**src/rtl/alu32_seq_ctrl_pkg.sv**
```systemverilog
// ============================================================================
// Module : alu_seq_defs (package)
// Brief  : Shared opcodes, widths and FSM state encoding for alu32_seq_ctrl.
// Rev    : 1.0
// ============================================================================
`default_nettype none

package alu_seq_defs;

    localparam int NREQ = 2;
    localparam int W    = 32;

    localparam logic [2:0] OP_AND  = 3'd0;
    localparam logic [2:0] OP_OR   = 3'd1;
    localparam logic [2:0] OP_XOR  = 3'd2;
    localparam logic [2:0] OP_NOT  = 3'd3;
    localparam logic [2:0] OP_ADD  = 3'd4;
    localparam logic [2:0] OP_SUB  = 3'd5;
    localparam logic [2:0] OP_IDLE = 3'd5;

    typedef enum logic [1:0] {
        S_IDLE = 2'd0,
        S_LO   = 2'd1,
        S_HI   = 2'd2,
        S_RSP  = 2'd3
    } state_t;

    // Opcodes above ADD yield zero, except SUB when subtraction is built in.
    function automatic logic op_is_zero(input logic [2:0] op, input logic sub_en);
        return (op > OP_ADD) && !(sub_en && (op == OP_SUB));
    endfunction

endpackage

`default_nettype wire

```
**src/rtl/alu32_seq_ctrl_rr_arb2.sv**
```systemverilog
// ============================================================================
// Module : rr_arb2
// Brief  : Two-way round-robin arbiter; the pointer favours the requester not
//          granted last and moves only on the advance strobe.
// Rev    : 1.0
// ============================================================================
`default_nettype none

module rr_arb2 (
    input  logic       clk,
    input  logic       rst,
    input  logic [1:0] i_req,
    input  logic       i_adv,
    input  logic       i_adv_id,
    output logic [1:0] o_gnt
);

    logic r_prio;   // 1: requester 1 has priority

    always_ff @(posedge clk or posedge rst) begin
        if (rst) begin
            r_prio <= 1'b0;
        end else if (i_adv) begin
            r_prio <= ~i_adv_id;
        end
    end

    assign o_gnt[0] = i_req[0] & (~r_prio | ~i_req[1]);
    assign o_gnt[1] = i_req[1] & ( r_prio | ~i_req[0]);

endmodule

`default_nettype wire

```
**src/rtl/alu32_seq_ctrl.sv**
```systemverilog
// ============================================================================
// Module : alu32_seq_ctrl
// Brief  : Arbitrates two requesters onto a shared 32-bit ALU, one pass per
//          half, chaining carry for 64-bit ops. Option macro: ALU_SEQ_SUB_EN.
// Rev    : 1.0
// ============================================================================
`default_nettype none

module alu32_seq_ctrl
    import alu_seq_defs::*;
(
    input  logic                  clk,
    input  logic                  rst,
    input  logic [NREQ-1:0]       req_valid,
    output logic [NREQ-1:0]       req_ready,
    input  logic [3*NREQ-1:0]     req_op,
    input  logic [NREQ-1:0]       req_wide,
    input  logic [NREQ-1:0]       req_ci,
    input  logic [2*W*NREQ-1:0]   req_a,
    input  logic [2*W*NREQ-1:0]   req_b,
    output logic [W-1:0]          alu_in1,
    output logic [W-1:0]          alu_in2,
    output logic                  alu_ci,
    output logic [2:0]            alu_a,
    input  logic [W-1:0]          alu_out,
    input  logic                  alu_co,
    output logic                  rsp_valid,
    input  logic                  rsp_ready,
    output logic                  rsp_id,
    output logic [2*W-1:0]        rsp_data,
    output logic                  rsp_co
);

`ifdef ALU_SEQ_SUB_EN
    localparam logic SUB_EN = 1'b1;
`else
    localparam logic SUB_EN = 1'b0;
`endif

    state_t           r_state;
    state_t           w_next;
    logic [2:0]       r_op;
    logic             r_wide;
    logic             r_ci;
    logic             r_co;
    logic             r_id;
    logic [2*W-1:0]   r_a;
    logic [2*W-1:0]   r_b;
    logic [2*W-1:0]   r_res;

    logic [NREQ-1:0]  w_arb_req;
    logic [NREQ-1:0]  w_gnt;
    logic             w_idle;
    logic             w_take;
    logic             w_gnt_id;
    logic             w_hs;
    logic             w_is_add;
    logic             w_is_sub;
    logic             w_arith;
    logic             w_zero;
    logic             w_pass;
    logic [W-1:0]     w_a_half;
    logic [W-1:0]     w_b_half;

    assign w_idle    = (r_state == S_IDLE);
    assign w_arb_req = req_valid & {NREQ{w_idle}};
    assign w_take    = |w_gnt;
    assign w_gnt_id  = w_gnt[1];
    assign w_hs      = (r_state == S_RSP) && rsp_ready;
    assign req_ready = w_gnt;

    rr_arb2 u_arb (
        .clk      (clk),
        .rst      (rst),
        .i_req    (w_arb_req),
        .i_adv    (w_hs),
        .i_adv_id (r_id),
        .o_gnt    (w_gnt)
    );

    assign w_is_add = (r_op == OP_ADD);
    assign w_is_sub = SUB_EN && (r_op == OP_SUB);
    assign w_arith  = w_is_add | w_is_sub;
    assign w_zero   = op_is_zero(r_op, SUB_EN);
    assign w_pass   = (r_state == S_LO) || (r_state == S_HI);
    assign w_a_half = (r_state == S_HI) ? r_a[2*W-1:W] : r_a[W-1:0];
    assign w_b_half = (r_state == S_HI) ? r_b[2*W-1:W] : r_b[W-1:0];

    always_ff @(posedge clk or posedge rst) begin
        if (rst) begin
            r_state <= S_IDLE;
        end else begin
            r_state <= w_next;
        end
    end

    always_comb begin
        w_next = r_state;
        case (r_state)
            S_IDLE:  if (w_take) w_next = S_LO;
            S_LO:    w_next = r_wide ? S_HI : S_RSP;
            S_HI:    w_next = S_RSP;
            S_RSP:   if (rsp_ready) w_next = S_IDLE;
            default: w_next = S_IDLE;
        endcase
    end

    // Subtraction is A + ~B + 1: the LO pass injects the +1, HI chains carry.
    always_comb begin
        alu_a   = OP_IDLE;
        alu_in1 = '0;
        alu_in2 = '0;
        alu_ci  = 1'b0;
        if (w_pass) begin
            alu_a   = w_is_sub ? OP_ADD : r_op;
            alu_in1 = w_a_half;
            alu_in2 = w_is_sub ? ~w_b_half : w_b_half;
            if (r_state == S_LO) begin
                alu_ci = w_is_add ? r_ci : w_is_sub;
            end else begin
                alu_ci = w_arith & r_co;
            end
        end
    end

    always_ff @(posedge clk or posedge rst) begin
        if (rst) begin
            r_op   <= '0;
            r_wide <= 1'b0;
            r_ci   <= 1'b0;
            r_co   <= 1'b0;
            r_id   <= 1'b0;
            r_a    <= '0;
            r_b    <= '0;
            r_res  <= '0;
        end else begin
            if (w_take) begin
                r_op   <= w_gnt_id ? req_op[5:3] : req_op[2:0];
                r_wide <= req_wide[w_gnt_id];
                r_ci   <= req_ci[w_gnt_id];
                r_a    <= w_gnt_id ? req_a[4*W-1:2*W] : req_a[2*W-1:0];
                r_b    <= w_gnt_id ? req_b[4*W-1:2*W] : req_b[2*W-1:0];
                r_id   <= w_gnt_id;
                r_res  <= '0;
                r_co   <= 1'b0;
            end
            if (r_state == S_LO) begin
                r_res[W-1:0] <= w_zero ? '0 : alu_out;
                r_co         <= alu_co;
            end
            if (r_state == S_HI) begin
                r_res[2*W-1:W] <= w_zero ? '0 : alu_out;
                r_co           <= alu_co;
            end
        end
    end

    assign rsp_valid = (r_state == S_RSP);
    assign rsp_id    = r_id;
    assign rsp_data  = r_res;
    assign rsp_co    = w_arith & r_co;

endmodule

`default_nettype wire

```
**config.mk**
```make
export PLATFORM = sky130hd
export DESIGN_NAME = alu32_seq_ctrl
export DESIGN_NICKNAME = d
export VERILOG_FILES = /design/src/rtl/alu32_seq_ctrl_pkg.sv /design/src/rtl/alu32_seq_ctrl_rr_arb2.sv /design/src/rtl/alu32_seq_ctrl.sv
export SDC_FILE = /design/constraint.sdc
export NUM_CORES = 1
export LEC_CHECK = 0
export ABC_AREA = 1
export BUFFER_PORTS_ARGS = -buffer_cell sky130_fd_sc_hd__buf_2
export CELL_PAD_IN_SITES_DETAIL_PLACEMENT = 0
export CELL_PAD_IN_SITES_GLOBAL_PLACEMENT = 1
export CORE_MARGIN = 10
export CORE_UTILIZATION = 25
export CTS_CLUSTER_SIZE = 20
export DETAILED_ROUTE_END_ITERATION = 10
export PLACE_DENSITY_LB_ADDON = 0.15
export SETUP_SLACK_MARGIN = 0.3
export SLEW_MARGIN = 15
export SYNTH_ARGS = -nofsm -noshare
export SYNTH_HDL_FRONTEND = slang
export SYNTH_HIERARCHICAL = 1
export SYNTH_SLANG_ARGS = --single-unit
export TNS_END_PERCENT = 5
```
**constraint.sdc**
```tcl
create_clock -name clk -period 7.4 [get_ports clk]
set_input_delay 0.37 -clock clk [delete_from_list [all_inputs] [get_ports clk]]
set_output_delay 0.37 -clock clk [all_outputs]
set_load 0.01 [all_outputs]
```
# Yosys cells after proc, flatten, opt, wreduce, memory -nomap -nowiden
# Index checks and enable logic that the tools add are counted.
[classes] order_cmp=2 n_eq_ne=6 mux=26 bitwise=10 n_reduce_logical=8
[op_table] operator="2-to-1 mux 32 bit" count=7
[op_table] operator="2-to-1 mux 64 bit" count=3
[op_table] operator="2-to-1 mux 1 bit" count=11
[op_table] operator="case mux 2 bit (4 select lines)" count=1
[op_table] operator="2-to-1 mux 3 bit" count=2
[op_table] operator="== test 2 bit (second input constant)" count=2
[op_table] operator="2-to-1 mux 2 bit" count=2
[op_table] operator="!= test 2 x 1 -> 1 bit (second input constant)" count=2
[op_table] operator="NOT 1 bit" count=4
[op_table] operator="nonzero test 2 bit" count=2
[op_table] operator="AND 1 bit" count=3
[op_table] operator="== test 3 bit (second input constant)" count=1
[op_table] operator="greater-than comparator 3 bit (second input constant)" count=1
[op_table] operator="nonzero test 3 bit" count=1
[op_table] operator="AND 2 bit" count=1
[op_table] operator="== test 2 x 1 -> 1 bit (second input constant)" count=1
[op_table] operator="zero test 2 bit" count=1
[op_table] operator="< comparator 1 x 2 -> 1 bit (second input constant)" count=1
[op_table] operator="bitwise OR 1 bit" count=2
[op_table] operator="AND reduction 2 bit" count=1
[op_table] operator="OR reduction 2 bit" count=1
[op_table] operator="logical AND 1 bit" count=1
[op_table] operator="logical OR 1 bit" count=1
[totals] reg_bits=202 out_inout_bits=137 wordCells=63

# Depth between registers and ports, before layout
# Gate-level depths: netlist of run 1.
[logic_depth] word_depth=9 depth_mapped=14 ltp_nobuf=11

# Modules after synthesis
# The synthesis of run 1 kept the hierarchy.
[modules_own_cells] mod="alu32_seq_ctrl" n_inst=1 cells_per_inst=1262 area_per_inst_um2=9616.7 seq_area_each_um2=5029.8
[modules_own_cells] mod="rr_arb2" n_inst=1 cells_per_inst=10 area_per_inst_um2=63.8 seq_area_each_um2=25.0

# Worst setup path before layout of run 1
# No wires, ideal clock.
[synth_timing] path_kind="register to register" startpoint="reg r_state[0]" endpoint="reg r_b[0]" t_arrival_ns=2.100 required_time_ns=7.331 path_slack_ns=5.231 stages_incl_launch_ff=12 path_buffers=2 synth_period_minus_slack_ns=2.169 path_cell_list="dfrtp_1 -> inv_1 -> ha_1 -> nand2_1 -> inv_1 -> a21boi_0 -> inv_2 -> nor2_4 -> buf_4 -> buf_4 -> nand2_1 -> nand3_1"
[synth_between] elab_cells_between_ends=10 classes_between="mux: 1; bitwise: 7; reduce/logical: 2"
[synth_lines] element="start: declaration" line="alu32_seq_ctrl.sv:40" text="state_t r_state;"
[synth_lines] element="start signal: assignment" line="alu32_seq_ctrl.sv:93" text="r_state <= w_next;"
[synth_lines] element="zero test 2 bit" line="alu32_seq_ctrl.sv:65" text="assign w_idle = (r_state == S_IDLE);"
[synth_lines] element="AND 2 bit" line="alu32_seq_ctrl.sv:66" text="assign w_arb_req = req_valid & {NREQ{w_idle}};"
[synth_lines] element="via w_arb_req[0]" line="alu32_seq_ctrl.sv:51" text="logic [NREQ-1:0] w_arb_req;"
[synth_lines] element="AND 1 bit" line="alu32_seq_ctrl_rr_arb2.sv:28" text="assign o_gnt[0] = i_req[0] & (~r_prio | ~i_req[1]);"
[synth_lines] element="via req_ready[0]" line="alu32_seq_ctrl.sv:15" text="output logic [NREQ-1:0] req_ready,"
[synth_lines] element="OR reduction 2 bit" line="alu32_seq_ctrl.sv:67" text="assign w_take = |w_gnt;"
[synth_lines] element="end signal: assignment" line="alu32_seq_ctrl.sv:142" text="r_b <= w_gnt_id ? req_b[4*W-1:2*W] : req_b[2*W-1:0];"
[synth_lines] element="end: declaration" line="alu32_seq_ctrl.sv:48" text="logic [2*W-1:0] r_b;"
# The timed path passes the listed nets, and every way through them passes these cells.
# A chain may end at the register's enable or synchronous reset.

# Final worst setup path of run 1
[layout_timing] startpoint="reg r_state[0]" endpoint="out alu_in1[21]"
[layout_between] elab_chain_cells=3 elab_cells_between_ends=5 classes_between="eq/ne: 2; mux: 2; reduce/logical: 1"
[layout_rtl] element="== test 2 bit / == test 2 x 1 -> 1 bit (equally long branches)" line="alu32_seq_ctrl.sv:85, alu32_seq_ctrl.sv:86"
[layout_rtl] element="2-to-1 mux 32 bit / logical OR 1 bit (equally long branches)" line="alu32_seq_ctrl.sv:86, alu32_seq_ctrl.sv:85"
[layout_rtl] element="2-to-1 mux 32 bit *" line="alu32_seq_ctrl.sv:114" text="if (w_pass) begin"
[layout_rtl] element="end: declaration" line="alu32_seq_ctrl.sv:21" text="output logic [W-1:0] alu_in1,"
# Every way passes the cells marked *; elsewhere a longest branch is shown, timed or not.

==> results of run 1 <==
-- through the flow --
stage          area [um2]  setup slack [ns]   util
6_report            13100              3.96  0.341
5_1_grt             13100              3.67  0.341
4_1_cts             13100              3.87  0.341
3_5_place_dp        12200              4.35  0.318
3_3_place_gp        12200              4.38  0.318
2_1_floorplan        9680              1.55      -
-- cell usage after synthesis --
master / count
sky130_fd_sc_hd__buf_1: 7
sky130_fd_sc_hd__clkbuf_1: 28
sky130_fd_sc_hd__buf_4: 11
sky130_fd_sc_hd__a21o_1: 1
sky130_fd_sc_hd__nor2_4: 2
sky130_fd_sc_hd__and3_1: 1
sky130_fd_sc_hd__a21oi_1: 3
sky130_fd_sc_hd__o21ai_2: 1
sky130_fd_sc_hd__nand2_1: 481
sky130_fd_sc_hd__nand3_1: 265
sky130_fd_sc_hd__buf_6: 3
sky130_fd_sc_hd__buf_2: 43
sky130_fd_sc_hd__o21ai_1: 5
sky130_fd_sc_hd__ha_1: 5
sky130_fd_sc_hd__o21ai_0: 61
sky130_fd_sc_hd__a21boi_0: 1
sky130_fd_sc_hd__inv_1: 18
sky130_fd_sc_hd__dfrtp_1: 202
sky130_fd_sc_hd__inv_2: 2
sky130_fd_sc_hd__nor2_1: 132
-- worst max-delay path: stages, from the launching register on --
cell and delay [ns]:
sky130_fd_sc_hd__dfrtp_1 0.40, sky130_fd_sc_hd__inv_1 0.14, sky130_fd_sc_hd__ha_4 0.37, sky130_fd_sc_hd__inv_4 0.40, sky130_fd_sc_hd__buf_4 0.69, sky130_fd_sc_hd__nor2_1 0.08
sky130_fd_sc_hd__nor2_1 0.17, sky130_fd_sc_hd__buf_2 0.16
-- path summary, 6_finish.rpt --
kind | slack, ns | from | cells past startpoint | endpoint
min in group asynchronous | 0.29 | rst | 3 | u_arb/r_prio$_DFFE_PP0P_
worst max register to register | 4.46 | r_state[0]$_DFFE_PP0P_ | 10 | r_op[0]$_DFFE_PP0P_
worst max-delay path | 3.96 | r_state[0]$_DFFE_PP0P_ | 7 | alu_in1[21]
max in group asynchronous | 5.17 | rst | 4 | r_a[1]$_DFFE_PP0P_
worst min-delay path | 0.03 | req_wide[0] | 3 | r_wide$_DFFE_PP0P_
worst min register to register | 0.49 | r_b[29]$_DFFE_PP0P_ | 2 | r_b[29]$_DFFE_PP0P_
-- state kept, by name, indices dropped and copies added (netlist names) --
name,flops
r_a,64
r_b,64
r_ci,1
r_co,1
r_op,3
r_state,2
r_wide,1
rsp_data,64
rsp_id,1
u_arb/r_prio,1
-- logic make-up after synthesis --
kind of cell / Yosys count / synth area share
adders and majority gates: 5 / 0.00646
and+or+nand+nor: 881 / 0.378
DFF: 202 / 0.522
buffers and inverters: 112 / 0.0556
AOI/OAI and AO/OA: 72 / 0.0381
-- power by group --
group	internal, mW	leakage [nW]	switching [mW]
registers	1.60	2.55	0.267
logic	0.966	4.20	1.96
clock network	0.820	0.433	0.512
-- routing by layer --
layer | wire [um] | vias to the layer above
li1 | - | 4879
met1 | 18300 | 4788
met2 | 20300 | 318
met3 | 3250 | 68
met4 | 961 | 18
met5 | 106 | -
-- cell type report --
class                           count  share of cell area
Antenna cell                        8             0.00152
Clock buffer                       41              0.0593
Clock inverter                      6             0.00801
Inverter                           20             0.00648
Multi-Input combinational cell    958               0.314
Sequential cell                   202               0.385
Tap cell                          518              0.0494
Timing Repair Buffer              453               0.176
==> key figures, run 1 <==
Placement
  – Weighted congestion at the end of routability-driven global placement: roughly 0.76
  – Input/output buffers: 440
  – Dpl cells: 2150
  – Detailed Place HPWL: a little under 30 mm

CTS
  – Worst-skew pair later-pin latency: ~0.54 ns
  – Htree depth: 1
  – Count of clock tree sinks: a little over 200
  – Number of resized instances in the post-cts repair step: 0
  – Post-CTS Setup Bufs: 0
  – TritonCTS clock tree: built
  – Clock Pin Slew Worst Setup and Hold Paths: around 0.06 ns
  – Clock Root Buffer: sky130_fd_sc_hd__clkbuf_16
  – Clock buffer depth: 3
  – Quantity of hold-fixing buffers added after cts: 1
  – Cts bufs inserted: 26

Detailed routing
  – Wire length per cell: just under 20 um
  – Vias post-DR: between 10000 and 15000
  – Drt first pass iters: 5
  – Detailed-route wire length: ~43 mm
  – Post-DR vias/cell: between 4 and 5
  – Antenna-violating nets left: 0
  – 1st-iter DRT viols: ~750
  – Number of remaining DRC errors: 0

Run status
  – Status: finished clean

Setup path
  – Worst-path fanout max: 66
  – Arrival time at the worst endpoint: 3.07 ns
  – Required time at the endpoint of the critical path: between 7 and 8 ns
  – Endpoint class of the critical path: primary output
  – Category of the most critical setup path: register to primary output
  – Startpoint type of the worst setup path: register

Synthesis
  – Per-instance average area after synthesis: ~7.6 um2
  – Number of synthesis warnings: 6
  – Leading cell types by total area after synthesis: sky130_fd_sc_hd__dfrtp_1 52%, sky130_fd_sc_hd__nand2_1 19%, sky130_fd_sc_hd__nand3_1 14%, sky130_fd_sc_hd__nor2_1 5.1%, sky130_fd_sc_hd__o21ai_0 3.2%
  – Post-synthesis cell type with the largest combined area: sky130_fd_sc_hd__dfrtp_1
  – Share of the synthesized area in the top cell type: 0.522
  – Netlist Area Pre-Place: approximately 9700 um2
  – Post-synthesis instance total: around 1300
  – Synthesis-stage register bit count: 202
  – Number of distinct library cells after synthesis: 20
  – Sequential-to-total area share from yosys stat: 0.522
  – Post-synthesis net count: around 1600

Layout
  – Most frequent standard cell in the layout excluding fill and tap cells: sky130_fd_sc_hd__nand2_1
  – Leading cell types in the layout, fill and taps excluded: 481 x sky130_fd_sc_hd__nand2_1, 440 x sky130_fd_sc_hd__buf_2, 265 x sky130_fd_sc_hd__nand3_1
  – Layout Area Growth over Synthesis: 35.6%
  – Share of cells above drive strength 1: 0.297
  – Area taken by multi-input logic gates: around 4100 um2
  – Fill cell total of the finished layout: around 4300
  – Total area of sequential cells: between 5000 and 6000 um2
  – Nets: between 1500 and 2000
  – Number of cells in the finished layout apart from fillers: approximately 2200

Global routing
  – Met2 routing resource usage after global routing: 0.285
  – Number of global-route vias before repair: between 10000 and 15000
  – Met3 Usage GRT: 0.0570
  – Overall global routing resource usage: 0.174
  – Wire length of the first global-routing pass: around 65 mm
  – Global routing's busiest layer: met2
  – Initial antenna violation count: 18
  – Grt ovf: 0
  – Global-route met1 utilization: 0.219
  – Pin count of the biggest net entering global routing: roughly 200

Floorplanning
  – Number of I/O pins: approximately 440
  – Core Region: a little under 40000 um2
  – Number of core rows: ~70
  – Die X: 217 um
  – Die area: 47000 um2
  – Chip height: ~220 um
  – Starting utilization of the core area: 0.252

STA
  – Slew Viols, Final: 0
  – Final Hold Viols: 0
  – Worst hold slack: ~0.034 ns
  – Period utilisation layout: 0.465
  – Slew margin rel.: 0.266
  – Finish-stage setup viols: 0
  – Fin crit period: 3.44 ns
  – Setup repair after global routing missed its margin: false
  – Final total negative setup slack: 0 ns
  – Fmax: ~290 MHz
  – Skew final: 0.0178 ns
  – Worst Tran Pin Value: ~1.1 ns

Pwr
  – Power, Total: roughly 6 mW
  – Peak VDD IR: 337 uV
  – Leak pwr: ~7.2 nW
  – Power density cells: between 400 and 500 nW/um2

Run
  – Max-capacitance violation count: 0

Hold path
  – Worst min-delay path category: input pin to register
No activity file was read; power rests on OpenSTA's default activity.
==> run 2: changes to the inputs <==
clock period = 2.83 ns   (was 7.4 ns; I/O delays follow)
==> key figures, run 2 (synthesis gave the netlist of run 1 again) <==
STA
  – Crit path setup slack, layout: 0.384 ns (was 3.96 ns)
  – Finish-stage setup viols: 0 (unchanged)
  – Slew Viols, Final: 0 (unchanged)
  – Period utilisation layout: 0.864
  – Final Hold Viols: 0 (unchanged)
  – Fmax: between 400 and 500 MHz
  – Skew final: 0.0110 ns (was 0.0178 ns)
  – Final total negative setup slack: 0 ns (unchanged)
  – Slew margin rel.: 0.538 (was 0.266)
  – Setup repair after global routing missed its margin: true (was false)
  – Worst hold slack: 0.0571 ns (was 0.0342 ns)
  – Fin crit period: 2.45 ns
  – Worst Tran Pin Value: 0.693 ns (was 1.10 ns)

Run status
  – Status: finished clean (unchanged)

Pwr
  – Net load switching power: 7.35 mW (was 2.74 mW)
  – Share of total power in the clock network: 0.204 (was 0.218)
  – Gate power share: 0.503 (was 0.478)
  – Peak VDD IR: 736 uV (was 337 uV)
  – Sequential group share of total power: 0.293 (was 0.305)
  – Power, Total: 16.6 mW (was 6.12 mW)
  – Leak pwr: 8.52 nW (was 7.18 nW)
  – Internal power component: 9.25 mW (was 3.38 mW)
  – Sw Share: 0.443 (was 0.447)
  – Power density cells: 1020 nW/um2 (was 466 nW/um2)

Layout
  – Nets: 2279 (was 1970)
  – Layout Area Growth over Synthesis: 68.6% (was 35.6%)
  – Leading cell types in the layout, fill and taps excluded: 481 x sky130_fd_sc_hd__nand2_1, 440 x sky130_fd_sc_hd__buf_2, 301 x sky130_fd_sc_hd__dlygate4sd3_1 (was 481 x sky130_fd_sc_hd__nand2_1, 440 x sky130_fd_sc_hd__buf_2, 265 x sky130_fd_sc_hd__nand3_1)
  – Share of cells above drive strength 1: 0.256 (was 0.297)
  – Most frequent standard cell in the layout excluding fill and tap cells: sky130_fd_sc_hd__nand2_1 (unchanged)
  – Final core utilization: 0.424 (was 0.341)

Placement
  – Minimum setup slack after placement: 0.405 ns (was 4.35 ns)
  – Weighted congestion at the end of routability-driven global placement: 0.765 (about the same)
  – Detailed Place HPWL: 30.1 mm (was 29.6 mm)
  – Input/output buffers: 440 (unchanged)

Detailed routing
  – Number of remaining DRC errors: 0 (unchanged)
  – Vias post-DR: 11408 (was 10071)
  – Drt first pass iters: 4 (was 5)
  – Post-DR vias/cell: 4.55 (was 4.57)
  – Detailed-route wire length: 46.2 mm (was 42.9 mm)
  – Wire length per cell: 18.4 um (was 19.4 um)
  – Antenna-violating nets left: 0 (unchanged)
  – 1st-iter DRT viols: 713 (was 748)

CTS
  – Clock buffer depth: 3 (unchanged)
  – Cts bufs inserted: 26 (unchanged)
  – Worst-skew pair later-pin latency: 0.54 ns (about the same)
  – Clock Pin Slew Worst Setup and Hold Paths: 0.06 ns (about the same)
  – TritonCTS clock tree: built (unchanged)
  – Count of clock tree sinks: 202 (unchanged)
  – Clock Root Buffer: sky130_fd_sc_hd__clkbuf_16 (unchanged)
  – Post-CTS Setup Bufs: 0 (unchanged)
  – Htree depth: 1 (unchanged)

Floorplanning
  – Die X: 217 um (unchanged)
  – Die area: 47000 um2 (unchanged)
  – Number of core rows: 72 (unchanged)
  – Core Region: 38500 um2 (unchanged)
  – Chip height: 217 um (unchanged)
  – Number of I/O pins: 441 (unchanged)
  – Starting utilization of the core area: 0.252 (unchanged)

Setup path
  – Arrival time at the worst endpoint: 2.30 ns (was 3.07 ns)
  – Worst-path fanout max: 44 (was 66)
  – Slowest cell on the critical path: sky130_fd_sc_hd__dfrtp_1 (was sky130_fd_sc_hd__buf_4)
  – Startpoint type of the worst setup path: register (unchanged)
  – Endpoint class of the critical path: primary output (unchanged)
  – Required time at the endpoint of the critical path: 2.69 ns (was 7.03 ns)
  – Category of the most critical setup path: register to primary output (unchanged)
  – CP cell instances: inv_1, ha_2, buf_8, o21ai_0, nor2_1, buf_2 (was inv_1, ha_4, inv_4, buf_4, nor2_1, nor2_1, buf_2)
  – Crit path largest cell delay: 0.44 ns (was 0.69 ns)

Global routing
  – Initial antenna violation count: 4 (was 18)
  – Grt ovf: 0 (unchanged)
  – Number of global-route vias before repair: 12110 (was 10430)
  – Pin count of the biggest net entering global routing: 98 (was 199)
  – Wire length of the first global-routing pass: 70.7 mm (was 64.9 mm)
  – Overall global routing resource usage: 0.188 (was 0.174)

Run
  – Max-capacitance violation count: 0 (unchanged)

Hold path
  – Worst min-delay path category: input pin to async pin (was input pin to register)
run 2: cell count changes in the layout (fill, tap and decap cells not counted), moves of 2 or more:
cell                            previous run  this run
sky130_fd_sc_hd__diode_2                   8         4
sky130_fd_sc_hd__clkbuf_1                  9         7
sky130_fd_sc_hd__buf_12                    1        10
sky130_fd_sc_hd__dlygate4sd3_1             1       301
sky130_fd_sc_hd__buf_8                     0         2
sky130_fd_sc_hd__buf_4                    11         6
sky130_fd_sc_hd__clkinv_2                  3         5
run 2: power groups by stage:
stage               Combinational, mW  Sequential (mW)  Clock, mW
CTS                              8.46             4.87       3.50
global route                     9.36             5.05       3.62
global placement                 8.06             4.90          0
floorplan                        4.73             4.88          0
detailed placement               8.10             4.89          0
finish                           8.35             4.87       3.38
run 2: metal layers:
layer | wire, um | track usage | up-vias
met5 | 0 | 0 | -
met4 | 1680 | 0.0680 | 0
met3 | 2820 | 0.0477 | 100
met2 | 21900 | 0.312 | 365
met1 | 19700 | 0.232 | 5446
li1 | - | - | 5497
run 2: final timing paths:
| path | startpoint | depth (start not counted) | slack, ns | end |
|---|---|---|---|---|
| worst min register to register | r_a[9]$_DFFE_PP0P_ | 2 | 0.49 | r_a[9]$_DFFE_PP0P_ |
| worst max register to register | r_state[0]$_DFFE_PP0P_ | 9 | 0.50 | r_b[27]$_DFFE_PP0P_ |
| min in group clk | req_valid[1] | 6 | 0.15 | rsp_id$_DFFE_PP0P_ |
| worst min-delay path | rst | 3 | 0.06 | u_arb/r_prio$_DFFE_PP0P_ |
| worst max-delay path | r_state[1]$_DFFE_PP0P_ | 6 | 0.38 | alu_in1[1] |
| max in group asynchronous | rst | 4 | 2.04 | r_a[42]$_DFFE_PP0P_ |
run 2: final cells by class:
class / count / area, um2
diodes: 4 / 10.0
multi-input cells: 958 / 4120
clock buffers: 39 / 771
flip-flops and latches: 202 / 5050
clock inverters: 7 / 85.1
fillers: 4025 / 22100
inverters: 20 / 81.3
well taps: 518 / 648
repair buffers: 762 / 5550
run 2: timing repair:
item,in CTS,in global routing
resized for setup,2,6
pin swaps,0,0
hold buffers,301,0
endpoints found under the hold margin,403,0
setup endpoints to repair,30,104
cloned,0,1
run 2: through the flow:
stage / instance area [um2] / std cells
5_1_grt: 16300 / 2510
3_3_place_gp: 12400 / 2158
6_report: 16300 / 2510
3_5_place_dp: 12400 / 2158
2_1_floorplan: 9680 / 1272
4_1_cts: 16300 / 2505
run 2: worst max-delay path: cells and delay by family, from the launching register on:
family | cells | cell delay (ns)
buffers and inverters | 3 | 0.57
adders and majority gates | 1 | 0.38
AOI/OAI and AO/OA | 1 | 0.15
DFF | 1 | 0.44
and+or+nand+nor | 1 | 0.19
==> run 3: changes to the inputs <==
clock period = 2.1 ns   (was 2.83 ns; I/O delays follow)
==> key figures, run 3 (synthesis gave the netlist of run 1 again) <==
Layout
  – Leading cell types in the layout, fill and taps excluded: 420 x sky130_fd_sc_hd__buf_2, 390 x sky130_fd_sc_hd__nand2_1, 301 x sky130_fd_sc_hd__dlygate4sd3_1 (was 481 x sky130_fd_sc_hd__nand2_1, 440 x sky130_fd_sc_hd__buf_2, 301 x sky130_fd_sc_hd__dlygate4sd3_1)
  – Most frequent standard cell in the layout excluding fill and tap cells: sky130_fd_sc_hd__buf_2 (was sky130_fd_sc_hd__nand2_1)
  – Layout Area Growth over Synthesis: 98.7% (was 68.6%)
  – Nets: 2351 (was 2279)
  – Final core utilization: 0.500 (was 0.424)
  – Number of cells in the finished layout apart from fillers: 2588 (was 2510)
  – Post-route cell area: 19200 um2 (was 16300 um2)
  – Share of cells above drive strength 1: 0.413 (was 0.256)

STA
  – Fin crit period: between 2 and 2.5 ns
  – Slew Viols, Final: 0 (unchanged)
  – Setup repair after global routing missed its margin: true (unchanged)
  – Worst Tran Pin Value: 0.613 ns (was 0.693 ns)
  – Crit path setup slack, layout: -0.0973 ns (was 0.384 ns)
  – Finish-stage setup viols: 46 (was 0)
  – Skew final: 0.00670 ns (was 0.0110 ns)
  – Slew margin rel.: 0.591 (was 0.538)
  – Final Hold Viols: 0 (unchanged)
  – Fmax: approximately 460 MHz
  – Period utilisation layout: 1.05

Detailed routing
  – Detailed-route wire length: 52.1 mm (was 46.2 mm)
  – Vias post-DR: 11971 (was 11408)
  – Post-DR vias/cell: 4.63 (was 4.55)
  – 1st-iter DRT viols: 822 (was 713)
  – Antenna-violating nets left: 0 (unchanged)
  – Wire length per cell: 20.1 um (was 18.4 um)
  – Drt first pass iters: 5 (was 4)
  – Number of remaining DRC errors: 0 (unchanged)

Placement
  – Detailed Place HPWL: 30.8 mm (was 30.1 mm)
  – Dpl cells: 2176 (was 2158)
  – Minimum setup slack after placement: -0.412 ns (was 0.405 ns)
  – Input/output buffers: 440 (unchanged)
  – Weighted congestion at the end of routability-driven global placement: 0.781 (was 0.765)
  – Post-DP Area: 12600 um2 (was 12400 um2)

Pwr
  – Net load switching power: 12.5 mW (was 7.35 mW)
  – Share of total power in the clock network: 0.166 (was 0.204)
  – Internal power component: 16.6 mW (was 9.25 mW)
  – Power density cells: 1510 nW/um2 (was 1020 nW/um2)
  – Gate power share: 0.598 (was 0.503)
  – Leak pwr: 9.84 nW (was 8.52 nW)
  – Peak VDD IR: 897 uV (was 736 uV)
  – Power, Total: 29.1 mW (was 16.6 mW)
  – Sequential group share of total power: 0.236 (was 0.293)
  – Sw Share: 0.431 (was 0.443)

Setup path
  – Required time at the endpoint of the critical path: 2.00 ns (was 2.69 ns)
  – Category of the most critical setup path: register to primary output (unchanged)
  – Arrival time at the worst endpoint: 2.09 ns (was 2.30 ns)
  – Count of cells along the worst register-to-register path: 14 (was 9)
  – Startpoint type of the worst setup path: register (unchanged)
  – Worst-path fanout max: 6 (was 44)
  – Endpoint class of the critical path: primary output (unchanged)

CTS
  – Cts bufs inserted: 26 (unchanged)
  – Count of clock tree sinks: 202 (unchanged)
  – TritonCTS clock tree: built (unchanged)
  – Htree depth: 1 (unchanged)
  – Clock Root Buffer: sky130_fd_sc_hd__clkbuf_16 (unchanged)
  – Clock buffer depth: 3 (unchanged)
  – Clock Pin Slew Worst Setup and Hold Paths: 0.06 ns (about the same)
  – Worst-skew pair later-pin latency: 0.53 ns (was 0.54 ns)

Floorplanning
  – Number of core rows: 72 (unchanged)
  – Starting utilization of the core area: 0.252 (unchanged)
  – Number of I/O pins: 441 (unchanged)
  – Die area: 47000 um2 (unchanged)
  – Core Region: 38500 um2 (unchanged)
  – Chip height: 217 um (unchanged)
  – Die X: 217 um (unchanged)

Global routing
  – Number of global-route vias before repair: 13035 (was 12110)
  – Wire length of the first global-routing pass: 77.0 mm (was 70.7 mm)
  – Grt ovf: 0 (unchanged)
  – Overall global routing resource usage: 0.207 (was 0.188)
  – Pin count of the biggest net entering global routing: 72 (was 98)
  – Initial antenna violation count: 8 (was 4)

Run status
  – Status: complete, but fails checks (was finished clean)
  – Violations in the final reports: setup timing

Run
  – Max-capacitance violation count: 0 (unchanged)

Hold path
  – Worst min-delay path category: input pin to async pin (unchanged)
[run 3: changes by cell type in the layout (fill, tap and decap cells not counted), moves of 20 or more]
cell / previous run / this run
sky130_fd_sc_hd__o21ai_0: 61 / 29
sky130_fd_sc_hd__nor2_1: 132 / 83
sky130_fd_sc_hd__nand2_2: 0 / 55
sky130_fd_sc_hd__nand3_1: 265 / 158
sky130_fd_sc_hd__nand3_2: 0 / 106
sky130_fd_sc_hd__buf_16: 1 / 23
sky130_fd_sc_hd__buf_4: 6 / 28
sky130_fd_sc_hd__buf_2: 440 / 420
sky130_fd_sc_hd__nor2_2: 0 / 31
sky130_fd_sc_hd__nand2_4: 0 / 36
sky130_fd_sc_hd__nand2_1: 481 / 390
[run 3: per-stage QoR]
stage                     hold WS (ns)  TNS, ns
after global routing            0.0304    -9.67
after detailed placement       -0.0239   -58.75
after CTS                      0.00834    -5.00
final                           0.0322    -1.29
after global placement         -0.0273   -57.89
after floorplan                 -0.166  -130.13
[run 3: per-layer routing]
layer  routed length [um]  up-vias  GRT usage
li1                     -     5680          -
met1                21800     5814      0.253
met2                25700      394      0.360
met3                 2940       83     0.0430
met4                 1650        0     0.0648
met5                    0        -          0
[run 3: area by class of cell]
type / instances / area, um2
clock buffers: 42 / 792
repair buffers: 833 / 7100
well taps: 518 / 648
flip-flops and latches: 202 / 5050
multi-input cells: 959 / 5390
inverters: 20 / 97.6
diodes: 9 / 22.5
fillers: 3737 / 19200
clock inverters: 5 / 125
[run 3: critical path, cell delays in order, from the launching register on]
cell	delay, ns
sky130_fd_sc_hd__dfrtp_1	0.36
sky130_fd_sc_hd__inv_2	0.05
sky130_fd_sc_hd__buf_4	0.13
sky130_fd_sc_hd__ha_4	0.29
sky130_fd_sc_hd__buf_12	0.13
sky130_fd_sc_hd__buf_12	0.14
sky130_fd_sc_hd__o21ai_0	0.12
sky130_fd_sc_hd__nor2_1	0.17
sky130_fd_sc_hd__buf_2	0.16
[run 3: power groups by stage]
stage	Combinational, mW	Sequential [mW]	Clock [mW]
final	17.4	6.86	4.83
after detailed placement	11.4	6.61	0
after floorplan	6.38	6.58	0
after global routing	18.8	7.07	5.12
after global placement	11.4	6.61	0
after CTS	15.5	6.69	4.98
[run 3: what timing repair did]
item,in CTS,in global routing
pin swaps,167,129
gates resized for setup,270,176
setup buffers,22,6
setup endpoints to repair,271,270
hold buffers,301,0
hold endpoints to repair,403,0
gates cloned,19,8
[run 3: final timing paths]
check	slack (ns)	end	from
hold / removal	0.03	u_arb/r_prio$_DFFE_PP0P_	rst
setup reg to reg	0.04	r_a[55]$_DFFE_PP0P_	r_state[0]$_DFFE_PP0P_
max in group asynchronous	1.37	r_a[5]$_DFFE_PP0P_	rst
min in group clk	0.27	rsp_id$_DFFE_PP0P_	req_valid[1]
setup / recovery	-0.1	alu_in1[25]	r_state[0]$_DFFE_PP0P_
hold reg to reg	0.49	rsp_data[18]$_DFFE_PP0P_	rsp_data[18]$_DFFE_PP0P_
